**src/rtl/mcs4_pkg.sv**
```systemverilog
// mcs4_pkg: shared MCS-4 timing constants and the clock-divider run state
package mcs4_pkg;
    localparam logic [2:0] CYC_A1 = 3'd0;
    localparam logic [2:0] CYC_A2 = 3'd1;
    localparam logic [2:0] CYC_A3 = 3'd2;
    localparam logic [2:0] CYC_M1 = 3'd3;
    localparam logic [2:0] CYC_M2 = 3'd4;
    localparam logic [2:0] CYC_X1 = 3'd5;
    localparam logic [2:0] CYC_X2 = 3'd6;
    localparam logic [2:0] CYC_X3 = 3'd7;
    localparam logic [1:0] SLOT_PHI1 = 2'd0;
    localparam logic [1:0] SLOT_GAP1 = 2'd1;
    localparam logic [1:0] SLOT_PHI2 = 2'd2;
    localparam logic [1:0] SLOT_GAP2 = 2'd3;
    typedef enum logic {ST_STOP, ST_RUN} run_state_t;
endpackage

```
**src/rtl/mcs4_phase_div.sv**
```systemverilog
// mcs4_phase_div: div/slot counters with run gating; outputs give the state the next clk will hold
module mcs4_phase_div
    import mcs4_pkg::*;
#(
    parameter int CLK_DIV = 2
) (
    input  logic       clk,
    input  logic       rst,
    input  logic       run,
    output logic [1:0] slot,
    output logic       running,
    output logic       period_start,
    output logic       period_end
);
    localparam int DW = CLK_DIV > 1 ? $clog2(CLK_DIV) : 1;
    localparam logic [DW-1:0] DIV_LAST = DW'(CLK_DIV - 1);
    run_state_t st, st_nx;
    logic [DW-1:0] div, div_nx;
    logic [1:0] slot_q, slot_nx;
    logic last;
    always_ff @(posedge clk) begin
        if (rst) begin
            st     <= ST_STOP;
            div    <= '0;
            slot_q <= SLOT_PHI1;
        end else begin
            st     <= st_nx;
            div    <= div_nx;
            slot_q <= slot_nx;
        end
    end
    // run is only honoured while parked or on the final clk of a period
    always_comb begin
        last    = st == ST_RUN && div == DIV_LAST && slot_q == SLOT_GAP2;
        st_nx   = (st == ST_STOP || last) ? (run ? ST_RUN : ST_STOP) : st;
        div_nx  = (st == ST_STOP || div == DIV_LAST) ? '0 : div + 1'b1;
        slot_nx = st == ST_STOP ? SLOT_PHI1 : div == DIV_LAST ? slot_q + 2'd1 : slot_q;
    end
    always_comb begin
        slot         = slot_nx;
        running      = st_nx == ST_RUN;
        period_start = st_nx == ST_RUN && div_nx == '0 && slot_nx == SLOT_PHI1;
        period_end   = last;
    end
endmodule

```
**src/rtl/mcs4_cycle_gen.sv**
```systemverilog
// mcs4_cycle_gen: MCS-4 bus timing master producing PHI1/PHI2, SYNC, cycle index and stretched RESET
module mcs4_cycle_gen
    import mcs4_pkg::*;
#(
    parameter int CLK_DIV    = 2,
    parameter int RESET_MCYC = 8
) (
    input  logic       clk_i,
    input  logic       rst_i,
    input  logic       run_i,
    input  logic       ext_reset_i,
    output logic       PHI1_o,
    output logic       PHI2_o,
    output logic       SYNC_o,
    output logic       RESET_o,
    output logic [2:0] cycle_o,
    output logic       tick_o
);
    localparam int CW = $clog2(RESET_MCYC + 1);
    localparam logic [CW-1:0] CNT_LAST = CW'(RESET_MCYC - 1);
    logic [1:0] slot;
    logic running, period_start, period_end, wrap, mcyc_done, reset_nx;
    logic [2:0] cyc_nx;
    logic [CW-1:0] cnt, cnt_nx;
    mcs4_phase_div #(.CLK_DIV(CLK_DIV)) u_div (
        .clk          (clk_i),
        .rst          (rst_i),
        .run          (run_i),
        .slot         (slot),
        .running      (running),
        .period_start (period_start),
        .period_end   (period_end)
    );
    // a period end only advances the cycle when the next period actually runs
    always_comb begin
        wrap      = period_end && period_start;
        cyc_nx    = wrap ? cycle_o + 3'd1 : cycle_o;
        mcyc_done = RESET_o && wrap && cycle_o == CYC_X3;
        cnt_nx    = ext_reset_i ? '0 : mcyc_done ? cnt + 1'b1 : cnt;
        reset_nx  = ext_reset_i ? 1'b1 : (mcyc_done && cnt == CNT_LAST) ? 1'b0 : RESET_o;
    end
    always_ff @(posedge clk_i) begin
        if (rst_i) begin
            cycle_o <= CYC_A1;
            cnt     <= '0;
            RESET_o <= 1'b1;
            PHI1_o  <= 1'b0;
            PHI2_o  <= 1'b0;
            SYNC_o  <= 1'b0;
            tick_o  <= 1'b0;
        end else begin
            cycle_o <= cyc_nx;
            cnt     <= cnt_nx;
            RESET_o <= reset_nx;
            PHI1_o  <= running && slot == SLOT_PHI1;
            PHI2_o  <= running && slot == SLOT_PHI2;
            SYNC_o  <= running && cyc_nx == CYC_X3;
            tick_o  <= period_start;
        end
    end
endmodule

```
**config.mk**
```make
export PLATFORM = sky130hd
export DESIGN_NAME = mcs4_cycle_gen
export DESIGN_NICKNAME = d
export VERILOG_FILES = /design/src/rtl/mcs4_pkg.sv /design/src/rtl/mcs4_phase_div.sv /design/src/rtl/mcs4_cycle_gen.sv
export SDC_FILE = /design/constraint.sdc
export NUM_CORES = 1
export LEC_CHECK = 0
export ABC_AREA = 1
export CAP_MARGIN = 10
export CORE_MARGIN = 3
export CORE_UTILIZATION = 52
export DETAILED_ROUTE_END_ITERATION = 16
export PLACE_DENSITY = 0.9
export SETUP_SLACK_MARGIN = 0.5
export SLEW_MARGIN = 20
export SYNTH_ARGS = -nofsm -noshare
export SYNTH_HDL_FRONTEND = slang
export SYNTH_HIERARCHICAL = 1
export SYNTH_SLANG_ARGS = --single-unit
```
**constraint.sdc**
```tcl
create_clock -name clk_i -period 4.64 [get_ports clk_i]
set_input_delay 0.464 -clock clk_i [delete_from_list [all_inputs] [get_ports clk_i]]
set_output_delay 0.464 -clock clk_i [all_outputs]
set_load 0.005 [all_outputs]
```
==> results of run 1 <==
## metal layers
metal,global-route usage [%],up-vias,routed length [um]
met5,0,-,0
met4,5.59,0,10
met3,3.00,2,49
met2,28.0,12,686
met1,20.3,268,583
li1,-,309,-
## synth_stat cells (all sizes together)
cell	count
inv	8
a21oi	7
nand3	8
nand2	19
ha	4
and3	1
nor2	17
dfxtp	16
or2	1
nor3b	1
nor3	4
o21ai	1
## worst max-delay path: stages, from the launching register on
cell and delay, ps:
dfxtp_1 340, ha_1 310, nand3_1 150, nand2_1 70, nor2_1 340, nand2_4 140
or2_0 230, nand2_1 100, nor2_1 50
## power groups by stage
| stage | combinational [mW] | clock, mW | sequential [mW] |
|---|---|---|---|
| detailed placement | 0.0149 | 0 | 0.145 |
| floorplan | 0.00725 | 0 | 0.145 |
| CTS | 0.0150 | 0.0924 | 0.142 |
| global placement | 0.0145 | 0 | 0.145 |
| global route | 0.0167 | 0.0973 | 0.142 |
| finish | 0.0151 | 0.0904 | 0.142 |
## sequential cells by signal, indices dropped and copies added, names as in the netlist
signal / flops
PHI1_o: 1
PHI2_o: 1
RESET_o: 1
SYNC_o: 1
cnt: 4
cycle_o: 3
tick_o: 1
u_div/div: 1
u_div/slot_q: 2
u_div/st: 1
## worst min path at each step
stage	start	endpoint	cells after the start
after floorplan	RESET_o	RESET_o	2
after global placement	RESET_o	RESET_o	2
after detailed placement	RESET_o	RESET_o	2
after CTS	RESET_o	RESET_o	2
after global routing	RESET_o	RESET_o	2
final	RESET_o	RESET_o	2
## cells by family after synthesis
family                   Yosys count  share of synthesized area, %
AO/OA/AOI/OAI                      8                          5.88
adder cells (fa/ha/maj)            4                          7.35
buffers and inverters              8                          4.41
flip-flops                        16                          47.1
AND/OR/NAND/NOR                   51                          35.3
## per-stage QoR
step	area (um^2)	util [%]
final	845	72.1
after global routing	845	72.1
after CTS	845	72.1
after global placement	808	69.0
after floorplan	681	-
after detailed placement	808	69.0
## area by class of cell
cell class | instances | area (um^2) | area share [%]
multi-input cells | 63 | 330 | 39.1
clock buffers | 4 | 36.3 | 4.30
well taps | 14 | 17.5 | 2.07
flip-flops and latches | 16 | 320 | 37.9
inverters | 8 | 30.0 | 3.56
repair buffers | 11 | 110 | 13.0
==> flow_summary.toml, run 1 <==
[run_status]
outcome = "finished, final reports clean"

[clock_network]
post_cts_resized = 0
cts_tree = "done"
numCtsBuffers = 3
path_clk_slew_ps = 100
htreeDepth = 1
clockBufferDepth = 2
cts_setup_buffers = 0
clock_latency_ps = 280
cts_sinks = 16
cts-root-buf = "clkbuf_4"
cts_hold_buffers = 0

[worst_setup_path]
start_kind = "flop"
crit_end = "SYNC_o"
arrival_ps = 2020
critPathMaxFanout = 5
r2r_end = "SYNC_o"
crit_type = "flop to flop"
required_ps = 4820
reg2regPathDepth = 8
startpoint = "u_div/slot_q[0]"
regToRegSetupSlack_ps = 2800
endpoint_kind = "flop"
r2r_start = "u_div/slot_q[0]"

[placement]
pre_cts_ws_ps = 2700
portBuffers = 11
dp_cells = 112
gp_congestion = 0.727
dpl.hpwl_um = 1010

[pwr]
pwr-share-clk_pct = 36.6
internal_power_mw = 0.194
p_sw_share_pct = 21.4
power_density_nw_per_um2 = 293
combPwrFrac_pct = 6.1
power.total_mw = 0.247
p_switching_mw = 0.0529
seqPwrFrac_pct = 57.4
ir_drop_v = 0.000213
p_leak_nw = 0.405

[grt]
grt_pass1_wl_um = 2280
grt_pass1_vias = 562
antenna_found_initial = 0
grt.overflow.total = 0
grt.total_usage_pct = 16.3
grt_max_degree = 11

[logic_synthesis]
avgSynthCellArea_um2 = 7.82
syn_area_um2 = 681
synth_top_area_share_pct = 47.1
yosysUniqueCellTypes = 14
synth.net_count = 95
synth-seq-cells = 16
yosys_warnings = 6
ys_seq_area_share_pct = 47.1
yosysTopAreaCell = "dfxtp_1"
synth_cells = 87
synthTopCellsByArea = "dfxtp_1 47%, nand2_1 9.9%, nor2_1 8.8%, ha_1 7.4%, nand3_1 5.9%"

[sta]
rsz0062_at_grt = "false"
max_freq_ghz = 0.544
hold_viol = 0
clock_skew_ps = 8.64
slew_violations = 0
post-route-period-util_pct = 39.6
finalSetupTns_ps = 0
fin_hold_ws_ps = 474
min_period_ps = 1840
relSlewSlack_pct = 72.6
worstMarginPinSlew_ps = 409
setup-violations-final = 0
worst_slack_ps = 2800

[detailed_routing]
via_count = 591
final_antenna_net_count = 0
routed_wl_um = 1330
dr.pass1.iters = 4
initialDrtViolationCount = 7
post_drt_wl_per_cell_um = 11.5
drc = 0
via_per_inst = 5.09

[floorplan]
core_area_um2 = 1170
initial_core_util_pct = 58.1
fp.dieW_um = 42.2
dieArea_um2 = 1780
io_pins = 12
rows = 12
die_y_um = 42.2

[finish]
stdcell_count = 116
fillers = 99
final_cell_mix = "18 x nand2_1, 16 x dfxtp_1, 16 x nor2_1"
final_common_cell = "nand2_1"
area_delta_synth_final_pct = 24.1
diodes = 0
nets = 111
drive_gt1_share_pct = 6.86

[run]
drv_cap = 0

[worst_hold_path]
worstHoldPathType = "flop to flop"
Note: power is estimated with default switching activity, not from simulation.
==> run 2, diff against run 1 <==
--- a/config.mk
+++ b/config.mk
@@ -8,9 +8,9 @@
 export ABC_AREA = 1
 export CAP_MARGIN = 10
 export CORE_MARGIN = 3
-export CORE_UTILIZATION = 52
+export CORE_UTILIZATION = 44
 export DETAILED_ROUTE_END_ITERATION = 16
-export PLACE_DENSITY = 0.9
+export PLACE_DENSITY = 0.82
 export SETUP_SLACK_MARGIN = 0.5
 export SLEW_MARGIN = 20
 export SYNTH_ARGS = -nofsm -noshare
==> constraint.sdc (replaced) <==
create_clock -name clk_i -period 1.62 [get_ports clk_i]
set_input_delay 0.162 -clock clk_i [delete_from_list [all_inputs] [get_ports clk_i]]
set_output_delay 0.162 -clock clk_i [all_outputs]
set_load 0.005 [all_outputs]
==> run 2 against run 1 <==
  * Global-route usage is 0.45 points lower
  * Cell count increased by 6.9%
  * Critical endpoint is now RESET_o
  * Sequential cell count unchanged
  * Via count up 4.6%
==> flow_summary.toml, run 2 (synthesis gave the netlist of run 1 again) <==
[grt]
grt.overflow.total = 0
grt_pass1_vias = 568
grt.total_usage_pct = 15.9
grt_max_degree = 10
antenna_found_initial = 0
grt_pass1_wl_um = 2300

[floorplan]
initial_core_util_pct = 49.2
io_pins = 12
fp.dieW_um = 45.3
core_area_um2 = 1380
dieArea_um2 = 2050
die_y_um = 45.3
rows = 13

[clock_network]
cts_hold_buffers = 0
path_clk_slew_ps = 90
htreeDepth = 1
clock_latency_ps = 280
cts-root-buf = "clkbuf_4"
clockBufferDepth = 2
cts_tree = "done"
numCtsBuffers = 3
cts_sinks = 16

[finish]
multiInputGateArea_um2 = 422
largest_register_ffs = 4
fillers = 109
diodes = 0
final_cell_mix = "15 x nand2_1, 13 x nor2_1, 9 x dfxtp_1"
regMostFlops = "cnt"
area_delta_synth_final_pct = 45.8
seqCellArea_um2 = 332
final_common_cell = "nand2_1"
nets = 118
drive_gt1_share_pct = 31.2
top_regs = "cnt x4, cycle_o x3, u_div/slot_q x2"

[sta]
post-route-period-util_pct = 87.6
slew_violations = 0
setup-violations-final = 0
finalSetupTns_ps = 0
rsz0062_at_grt = "true"
max_freq_ghz = 0.704
relSlewSlack_pct = 75.6
worstMarginPinSlew_ps = 365
hold_viol = 0
min_period_ps = 1420
clock_skew_ps = 3.35

[placement]
portBuffers = 11
gp_congestion = 0.782
dpl.hpwl_um = 993

[worst_hold_path]
hold_start = "RESET_o"
hold_end = "RESET_o"
min_path_cells = 2
worstHoldPathType = "flop to flop"

[detailed_routing]
via_per_inst = 4.98
dr.pass1.iters = 3
post_drt_wl_per_cell_um = 11.3
routed_wl_um = 1410
final_antenna_net_count = 0
via_count = 618
drc = 0
initialDrtViolationCount = 7

[worst_setup_path]
r2r_start = "u_div/slot_q[1]"
start_kind = "flop"
crit_type = "flop to flop"
path_cells = "ha_4, nand3_4, nand2_4, nor2_4, nand2_4, nor2_8, nand3_1, nand2_1, nand2_1"
critPathMaxFanout = 8
slowest_delay_ps = 350
regToRegSetupSlack_ps = 200
path_depth = 9
reg2regPathDepth = 9
required_ps = 1780
cp_top_family = "simple AND/OR/NAND/NOR gates"
arrival_ps = 1580
r2r_end = "RESET_o"
endpoint_kind = "flop"
critical-path-slowest-cell = "dfxtp_2"
path_buf_inv = 0

[pwr]
p_sw_share_pct = 22.3
power.total_mw = 0.729
ir_drop_v = 0.000506
internal_power_mw = 0.567
pwr-share-clk_pct = 35.4
power_density_nw_per_um2 = 735
p_leak_nw = 0.480
combPwrFrac_pct = 8.6
seqPwrFrac_pct = 56.0
p_switching_mw = 0.162

[run_status]
outcome = "finished, final reports clean"

[run]
drv_cap = 0
run 2: cell types whose count changed in the layout (fill, tap and decap cells not counted), moves of 6 or more:
cell	previous run	this run
dfxtp_1	16	9
dfxtp_2	0	6
clkdlybuf4s50_1	11	4
buf_4	0	7
dlygate4sd2_1	0	7
run 2: repair_timing:
action | in CTS | in global routing
setup endpoints to repair | 18 | 13
pin swaps | 4 | 3
endpoints found under the hold margin | 0 | 0
buffers inserted | 5 | 1
resized for setup | 13 | 10
run 2: worst reg2reg max path, cell delays in order, from the launching register on:
cell and delay (ps):
dfxtp_2 350, ha_4 240, nand3_4 80, nand2_4 60, nor2_4 150, nand2_4 100
nor2_8 140, nand3_1 80, nand2_1 60, nand2_1 50
run 2: per-stage QoR:
| step | std cells | hold WS (ps) | cell area, um^2 | utilization, % | worst slack [ps] |
|---|---|---|---|---|---|
| final | 124 | 492 | 992 | 71.8 | 200 |
| after global routing | 124 | 530 | 992 | 71.8 | 96.4 |
| after CTS | 123 | 500 | 942 | 68.1 | 200 |
| after detailed placement | 114 | 486 | 863 | 62.4 | 172 |
| after global placement | 114 | 457 | 863 | 62.4 | 211 |
| after floorplan | 87 | 224 | 727 | - | 279 |
run 2: metal layers:
layer  wire length (um)  share of wire [%]  GRT usage (%)
met5                  0                  0              0
met4                 13               0.92           8.77
met2                731                 52           24.9
met1                616                 44           19.7
met3                 45                3.2           3.98
run 2: worst max path at each step:
stage	startpoint	slack, ps	endpoint
2_1_floorplan	u_div/slot_q[1]	280	SYNC_o
3_3_place_gp	u_div/slot_q[0]	210	SYNC_o
3_5_place_dp	run_i	170	RESET_o
4_1_cts	u_div/slot_q[1]	200	RESET_o
5_1_grt	u_div/slot_q[1]	100	RESET_o
6_report	u_div/slot_q[1]	200	RESET_o
run 2: power groups by stage:
stage / Sequential [mW] / Clock (mW) / Combinational, mW
2_1_floorplan: 0.416 / 0 / 0.0261
3_3_place_gp: 0.416 / 0 / 0.0500
3_5_place_dp: 0.416 / 0 / 0.0513
4_1_cts: 0.408 / 0.266 / 0.0561
5_1_grt: 0.409 / 0.283 / 0.0697
6_report: 0.408 / 0.258 / 0.0627
run 2: cell type report:
cell class / instances / area share (%)
clock buffer: 4 / 3.66
inverter: 8 / 3.03
multi-input combinational: 63 / 42.5
sequential: 16 / 33.4
tap: 15 / 1.89
timing repair buffer: 18 / 15.5
